--- src/rtl/sseg_edit_ctrl.sv ---
// Seven-segment value editor: committed value plus shadow edit buffer, cursor and inactivity abort.
// Optional macro SSEG_EDIT_DEC_EN restricts editing to decimal digits 0-9.
module sseg_edit_ctrl #(
  parameter int TIMEOUT_CYCLES = 500_000_000,
  parameter int TW             = $clog2(TIMEOUT_CYCLES)
) (
  input  logic        clk,
  input  logic        reset_n,
  input  logic        btn_left,
  input  logic        btn_right,
  input  logic        btn_up,
  input  logic        btn_down,
  input  logic        btn_enter,
  input  logic        wr_en,
  input  logic [31:0] wr_data,
  output logic [31:0] value,
  output logic [31:0] disp_value,
  output logic [2:0]  active_segment,
  output logic        editing,
  output logic        commit_pulse
);

  // state  | meaning
  // IDLE   | showing committed value, waiting for enter
  // EDIT   | editing shadow buffer, cursor digit blinks
  // COMMIT | one cycle: edit buffer copied into value
  typedef enum logic [1:0] {S_IDLE, S_EDIT, S_COMMIT} state_t;

  state_t        r_state, w_state_nxt;
  logic [31:0]   r_value, w_value_nxt;
  logic [31:0]   r_edit_buf, w_edit_buf_nxt;
  logic [2:0]    r_cursor, w_cursor_nxt;
  logic [TW-1:0] r_timer, w_timer_nxt;
  logic [4:0]    w_bit_idx;
  logic [3:0]    w_nib, w_nib_inc, w_nib_dec;
  logic          w_any_btn;
  logic          w_timeout;

  assign w_bit_idx = {r_cursor, 2'b00};
  assign w_nib     = r_edit_buf[w_bit_idx +: 4];
  assign w_any_btn = btn_left | btn_right | btn_up | btn_down | btn_enter;
  // Leave on the edge at which the timer would reach TIMEOUT_CYCLES-1.
  assign w_timeout = (r_timer == TW'(TIMEOUT_CYCLES - 2));

`ifdef SSEG_EDIT_DEC_EN
  assign w_nib_inc = (w_nib >= 4'd9) ? 4'd0 : w_nib + 4'd1;
  assign w_nib_dec = (w_nib == 4'd0 || w_nib > 4'd9) ? 4'd9 : w_nib - 4'd1;

  function automatic logic [31:0] f_load(input logic [31:0] v);
    logic [31:0] r;
    r = v;
    for (int i = 0; i < 8; i++) begin
      if (r[4*i +: 4] > 4'd9) r[4*i +: 4] = 4'd0;
    end
    return r;
  endfunction
`else
  assign w_nib_inc = w_nib + 4'd1;
  assign w_nib_dec = w_nib - 4'd1;

  function automatic logic [31:0] f_load(input logic [31:0] v);
    return v;
  endfunction
`endif

  always_comb begin
    w_state_nxt    = r_state;
    w_value_nxt    = r_value;
    w_edit_buf_nxt = r_edit_buf;
    w_cursor_nxt   = r_cursor;
    w_timer_nxt    = r_timer;

    if (wr_en) begin
      // Host write wins over everything and aborts any session.
      w_value_nxt = wr_data;
      w_state_nxt = S_IDLE;
      w_timer_nxt = '0;
    end else begin
      unique case (r_state)
        S_IDLE: begin
          w_timer_nxt = '0;
          if (btn_enter) begin
            w_state_nxt    = S_EDIT;
            w_edit_buf_nxt = f_load(r_value);
            w_cursor_nxt   = 3'd0;
          end
        end
        S_EDIT: begin
          if (w_any_btn) w_timer_nxt = '0;
          else           w_timer_nxt = r_timer + TW'(1);
          if (btn_enter) begin
            w_state_nxt = S_COMMIT;
            w_timer_nxt = '0;
          end else if (btn_up) begin
            w_edit_buf_nxt[w_bit_idx +: 4] = w_nib_inc;
          end else if (btn_down) begin
            w_edit_buf_nxt[w_bit_idx +: 4] = w_nib_dec;
          end else if (btn_left) begin
            w_cursor_nxt = r_cursor + 3'd1;
          end else if (btn_right) begin
            w_cursor_nxt = r_cursor - 3'd1;
          end else if (w_timeout) begin
            w_state_nxt = S_IDLE;
            w_timer_nxt = '0;
          end
        end
        S_COMMIT: begin
          w_value_nxt = r_edit_buf;
          w_state_nxt = S_IDLE;
          w_timer_nxt = '0;
        end
        default: w_state_nxt = S_IDLE;
      endcase
    end
  end

  always_ff @(posedge clk or negedge reset_n) begin
    if (!reset_n) begin
      r_state    <= S_IDLE;
      r_value    <= '0;
      r_edit_buf <= '0;
      r_cursor   <= '0;
      r_timer    <= '0;
    end else begin
      r_state    <= w_state_nxt;
      r_value    <= w_value_nxt;
      r_edit_buf <= w_edit_buf_nxt;
      r_cursor   <= w_cursor_nxt;
      r_timer    <= w_timer_nxt;
    end
  end

  assign value          = r_value;
  assign editing        = (r_state == S_EDIT);
  assign commit_pulse   = (r_state == S_COMMIT);
  assign disp_value     = editing ? r_edit_buf : r_value;
  assign active_segment = editing ? r_cursor : 3'd0;

endmodule

--- config.mk ---
export PLATFORM = sky130hd
export DESIGN_NAME = sseg_edit_ctrl
export DESIGN_NICKNAME = d
export VERILOG_FILES = /design/src/rtl/sseg_edit_ctrl.sv
export SDC_FILE = /design/constraint.sdc
export NUM_CORES = 1
export LEC_CHECK = 0
export ABC_CLOCK_PERIOD_IN_PS = 2700
export BUFFER_PORTS_ARGS = -buffer_cell sky130_fd_sc_hd__buf_2
export CAP_MARGIN = 25
export CORE_MARGIN = 2
export CORE_UTILIZATION = 30
export DETAILED_ROUTE_END_ITERATION = 7
export GPL_TIMING_DRIVEN = 0
export PLACE_DENSITY = 0.53
export SKIP_LAST_GASP = 1
export SYNTH_ARGS = -nofsm -noshare
export SYNTH_HDL_FRONTEND = slang
export SYNTH_SLANG_ARGS = --single-unit
--- constraint.sdc ---
create_clock -name clk -period 2.7 [get_ports clk]
set_input_delay 0.81 -clock clk [delete_from_list [all_inputs] [get_ports clk]]
set_output_delay 0.81 -clock clk [all_outputs]
set_load 0.02 [all_outputs]
==> impl_metrics.toml, run 1 <==
[run_status]
status = "finished clean"

[setup_path]
cp.required_ns = 2.95
ff2ff_path_depth = 10
critPathBufInv = 3
slowest_delay_ns = 0.52
critPathCaptureType = "flip-flop"
r2r-end = "r_edit_buf[26]"
crit_fanout = 7
worst_r2r_startpoint = "r_cursor[0]"
crit_slowest_cell = "mux4_2"
worstSetupPathType = "flip-flop to flip-flop"
worst-r2r-setup-slack_ns = 0.07
startpoint_type = "flip-flop"
critPathTopFamily = "multiplexers"
crit_chain = "buf_6 > mux4_2 > mux2_4 > clkbuf_16 > ha_2 > mux2i_4 > xor2_4 > buf_12 > o21ai_1 > mux2_2"
crit_arrival_ns = 2.88

[yosys]
yosys_warnings = 0
ys_ff_latch = 98
yosysTopAreaCell = "dfrtp_1"
avgSynthCellArea_um2 = 8.872
synth_area_um2 = 5660
synth_flop_cell = "dfrtp_1"
ys_types = 48
ys_top_cells_by_area = "dfrtp_1, nand2_1, mux2i_1, o21ai_0, mux4_2"
postSynth.asyncResetShare = 1.000
syn_inst = 638
synth-seq-area-share = 0.4332
synth-edff-count = 0
synth_nets = 685
synth_top_area_frac = 0.4332

[cts]
clk_path_buf_depth = 2
clkSinkCount = 98
clock_latency_ns = 0.36
cts_max_level = 3
cts_buffers = 9
cts_tree = "yes"
path_clk_slew_ns = 0.07
root_buffer = "clkbuf_16"

[sta]
slew_headroom = 0.4817
setup_slack_ns = 0.06732
setup_viol = 0
setup_tns_ns = 0
period_minus_slack_ns = 2.633
hold_viol = 0
tightest_slew_ns = 0.7774
rsz0062_at_grt = "false"
slew_violations = 0
max_freq_mhz = 379.8
finClkSkew_ns = 0.006336
post-route-period-util = 0.9751

[grt]
grt_use_total = 0.1815
gr-total-overflow = 0
antenna_found_initial = 0
first_global_vias = 4967
grt_max_degree = 58
grt_pass1_wl_mm = 27.92

[routing]
wl_mm = 17.97
viasPerCell = 5.172
drt_drc_violations_left = 0
drtPass1Iterations = 6
routedWlPerCell_um = 17.83
ant_nets = 0
drtIter0Drc = 294
via_count = 5213

[floorplan]
chipWidth_um = 141.4
start_util = 0.3046
rows = 50
die_h_um = 141.4
core-area_um2 = 18580
io_pins = 109
die-area_um2 = 19980

[finish]
drive_gt1_frac = 0.2506
multi_input_area_um2 = 3133
final_nets = 816
seqCellArea_um2 = 2455
n_fill_cell = 1893
area_growth_pct = 25.86
antennaDiodeCount = 0

[place]
place_hpwl_mm = 13.25
globalplace.congestion = 0.9269
port_buffers = 108
place_ws_ns = -0.9166

[power_and_ir_drop]
vdd.ir_drop.worst_v = 0.0003803
finalPower_uw = 5086
p_leak_uw = 0.003404
powerDensity_nw_per_um2 = 713.9

[run]
maxCapViolations = 0

[hold_path]
hold_path.class = "primary input to asynchronous set/reset pin"
worst register-to-register path, stage by stage, from the launching register on:
cell and delay (ns):
dfrtp_1 0.37, buf_6 0.14, mux4_2 0.52, mux2_4 0.30, clkbuf_16 0.15, ha_2 0.17, mux2i_4 0.19, xor2_4 0.20
buf_12 0.15, o21ai_1 0.07, mux2_2 0.26
flip-flops by register name, summed over array words and instances, names as in the netlist:
name and flops:
r_state 2, value 32, r_cursor 3, r_timer 29
r_edit_buf 32
cells in the mapped netlist, types with 3 or more instances:
master,number
and4_1,4
mux2_2,12
nor2b_1,10
ha_1,6
nand3_1,19
nand2b_1,6
xor2_1,12
mux4_2,8
nand2_1,148
nand4_1,11
o221ai_1,3
o21a_1,14
nor2_1,34
and3_1,15
a21oi_1,13
o21ai_1,15
o211ai_1,14
o31ai_1,14
buf_1,5
o21ai_0,60
dfrtp_1,98
a31oi_1,4
nor3_1,7
and2_1,3
a22o_1,3
xnor2_1,3
mux2i_1,32
inv_1,11
or3_1,5
clkbuf_1,29
final cells by class:
cell class,instances,area share
Tap cell,234,0.04110
Timing Repair Buffer,124,0.09765
Clock buffer,12,0.03741
Sequential cell,98,0.3446
Clock inverter,4,0.003512
Buffer,31,0.03021
Multi-Input combinational cell,494,0.4398
Inverter,11,0.005796
cells by family after synthesis:
kind of cell,count (synthesis),synth area share
compound gates,145,0.1547
simple gates,274,0.2230
buf+inv,46,0.03183
flops,98,0.4332
fa+ha+maj,7,0.01680
xor+xnor,16,0.02807
mux,52,0.1123
worst max path at each step:
stage	start	to	slack, ns	cells past startpoint
floorplan	r_cursor[0]	r_edit_buf[26]	0.01	9
global placement	r_cursor[2]	r_edit_buf[17]	-0.94	9
detailed placement	r_cursor[2]	r_edit_buf[5]	-0.92	9
CTS	r_cursor[0]	r_edit_buf[26]	0.01	10
global route	r_cursor[0]	r_edit_buf[31]	0.001	8
finish	r_cursor[0]	r_edit_buf[26]	0.07	10
stage by stage:
stage	area (um^2)	cells	util	hold slack [ns]
after global placement	6501	980	0.3499	0.4836
after detailed placement	6531	981	0.3515	0.4912
after floorplan	5668	638	-	0.4514
after global routing	7124	1008	0.3834	0.4881
after CTS	7081	1008	0.3811	0.4673
final	7124	1008	0.3834	0.4450
layer usage:
layer / share of wire / global-route usage
met1: 0.45 / 0.2408
met2: 0.49 / 0.2997
met3: 0.052 / 0.03847
met4: 0.013 / 0.05316
met5: 0 / 0
power breakdown:
group / switching, uW / internal (uW) / total [uW] / leakage [uW]
Sequential: 243 / 1660 / 1900 / 0.00125
Clock: 601 / 698 / 1300 / 0.000141
Combinational: 1050 / 834 / 1880 / 0.00202
cell usage in the layout, fill, tap and decap left out, types with 4 or more instances in the layout:
master     Yosys  final
mux4_2         8      8
xor2_1        12     10
clkbuf_16      0     10
mux2i_1       32     31
a21oi_1       13     13
and3_1        15     15
o31ai_1       14     14
and4_1         4      4
nand2b_1       6      4
nand3_1       19     19
dfrtp_1       98     96
nand4_1       11     11
nor2_1        34     31
or3_1          5      5
mux2_2        12     10
nand2_1      148    148
nor3_1         7      6
buf_2          0    108
clkbuf_8       0      7
o21ai_1       15     16
a31oi_1        4      4
nor2b_1       10      9
o21a_1        14     14
buf_4          0     16
o211ai_1      14     14
ha_1           6      4
o21ai_0       60     58
clkbuf_1      29     16
inv_1         11     11
what timing repair did:
| item | 4_1_cts | 5_1_grt |
|---|---|---|
| pin swaps | 1 | 1 |
| setup buffers | 13 | 2 |
| endpoints found under the setup margin | 65 | 56 |
| hold buffers | 0 | 0 |
| cloned | 0 | 0 |
| resized for setup | 45 | 10 |
No activity file was read; power rests on OpenSTA's default activity.
==> inputs of run 2 (changes only) <==
--- a/config.mk
+++ b/config.mk
@@ -8,7 +8,6 @@
 export ABC_CLOCK_PERIOD_IN_PS = 2700
 export BUFFER_PORTS_ARGS = -buffer_cell sky130_fd_sc_hd__buf_2
 export CAP_MARGIN = 25
-export CORE_MARGIN = 2
 export CORE_UTILIZATION = 30
 export DETAILED_ROUTE_END_ITERATION = 7
 export GPL_TIMING_DRIVEN = 0
==> impl_metrics.toml, run 2 (synthesis gave the netlist of run 1 again) <==
[routing]
routedWlPerCell_um = 17.92
wl_mm = 17.97
drtIter0Drc = 291
drtPass1Iterations = 5
via_count = 5212
viasPerCell = 5.196
drt_drc_violations_left = 0
ant_nets = 0

[power_and_ir_drop]
powerDensity_nw_per_um2 = 711.1
p_leak_uw = 0.003405
vdd.ir_drop.worst_v = 0.0003461

[finish]
postLayoutCoreUtil = 0.3899
n_fill_cell = 1840
layout_common_cells = "nand2_1, buf_2, dfrtp_1"
antennaDiodeCount = 0
area_growth_pct = 25.42
drive_gt1_frac = 0.2481
seqCellArea_um2 = 2454
final_nets = 816
layout_commonest_cell = "nand2_1"
multi_input_area_um2 = 3122

[floorplan]
io_pins = 109
rows = 49
die-area_um2 = 19420
core-area_um2 = 18210
chipWidth_um = 139.4
die_h_um = 139.4
start_util = 0.3109

[sta]
max_freq_mhz = 378.2
finClkSkew_ns = 0.01354
setup_viol = 0
slew_headroom = 0.4876
hold_viol = 0
post-route-period-util = 0.9794
tightest_slew_ns = 0.7685
setup_tns_ns = 0
period_minus_slack_ns = 2.644
slew_violations = 0
rsz0062_at_grt = "true"

[setup_path]
cp.required_ns = 1.89
crit_chain = "nand2b_4 > clkbuf_4 > buf_6 > clkbuf_8 > nor2_1 > buf_2"
crit_arrival_ns = 1.83
crit_slowest_cell = "dfrtp_1"
worst-r2r-setup-slack_ns = 0.07
worst_r2r_startpoint = "r_cursor[0]"
slowest_delay_ns = 0.39
critPathCaptureType = "output port"
worstSetupPathType = "flip-flop to output port"
ff2ff_path_depth = 10
r2r-end = "r_edit_buf[26]"
startpoint_type = "flip-flop"
crit_fanout = 10

[cts]
clock_latency_ns = 0.36
clkSinkCount = 98
cts_tree = "yes"
cts_buffers = 9
root_buffer = "clkbuf_16"
path_clk_slew_ns = 0.07
clk_path_buf_depth = 2
cts_max_level = 3
postCtsHoldBufs = 0

[grt]
antenna_found_initial = 0
gr-total-overflow = 0
grt_pass1_wl_mm = 27.86
grt_max_degree = 61
grt_use_total = 0.1872
first_global_vias = 4964

[place]
globalplace.congestion = 0.8758
port_buffers = 108
place_hpwl_mm = 13.10

[run]
maxCapViolations = 0

[hold_path]
hold_path.class = "primary input to asynchronous set/reset pin"

[run_status]
status = "finished clean"
==> run 2: how the worst max path moves through the flow <==
stage | startpoint | endpoint | slack [ns] | cells after the start
after floorplan | r_cursor[0] | r_edit_buf[26] | 0.01 | 9
after global placement | r_cursor[2] | r_edit_buf[25] | -0.96 | 9
after detailed placement | r_cursor[2] | r_edit_buf[5] | -0.95 | 9
after CTS | r_cursor[0] | r_edit_buf[26] | 0.005 | 10
after global routing | r_cursor[0] | r_edit_buf[27] | -0.04 | 9
final | r_state[1] | active_segment[1] | 0.06 | 6
==> run 2: metrics by stage <==
| stage | hold WS, ns | power, uW | setup slack, ns | cells | area [um^2] |
|---|---|---|---|---|---|
| floorplan | 0.4514 | 2787 | 0.01270 | 638 | 5668 |
| global placement | 0.4895 | 3374 | -0.9569 | 975 | 6495 |
| detailed placement | 0.4911 | 3384 | -0.9476 | 976 | 6525 |
| CTS | 0.4526 | 4950 | 0.004932 | 1000 | 7009 |
| global route | 0.4773 | 5298 | -0.03769 | 1003 | 7099 |
| finish | 0.4436 | 5048 | 0.05568 | 1003 | 7099 |
==> run 2: final cells by class <==
type	count	area share
buffer	31	0.02961
clock buffer	10	0.03225
clock inverter	6	0.006873
inverter	11	0.005816
multi-input combinational	494	0.4397
sequential	98	0.3456
tap	229	0.04036
timing repair buffer	124	0.09975
==> run 2: worst max-delay path: cells and delay by family (launching register included) <==
family / cells / cell delay, ns
buffers and inverters: 4 / 0.74
DFF: 1 / 0.39
and+or+nand+nor: 2 / 0.34
==> run 2: timing repair <==
action,CTS,global route
pin swaps,1,2
hold endpoints to repair,0,0
gates resized for setup,36,25
endpoints found under the setup margin,56,66
setup buffers,10,5
==> run 2: per-layer routing <==
metal / global-route usage / wire [um]
met3: 0.03682 / 970
met5: 0 / 0
met2: 0.2962 / 8323
met1: 0.2561 / 8369
met4: 0.06082 / 308
==> run 2: power breakdown <==
group	leakage (uW)	total, uW	internal (uW)	switching, uW
sequential	0.00125	1900	1660	245
clock	0.000131	1260	638	623
combinational	0.00203	1880	851	1030
total	0.00340	5050	3150	1900
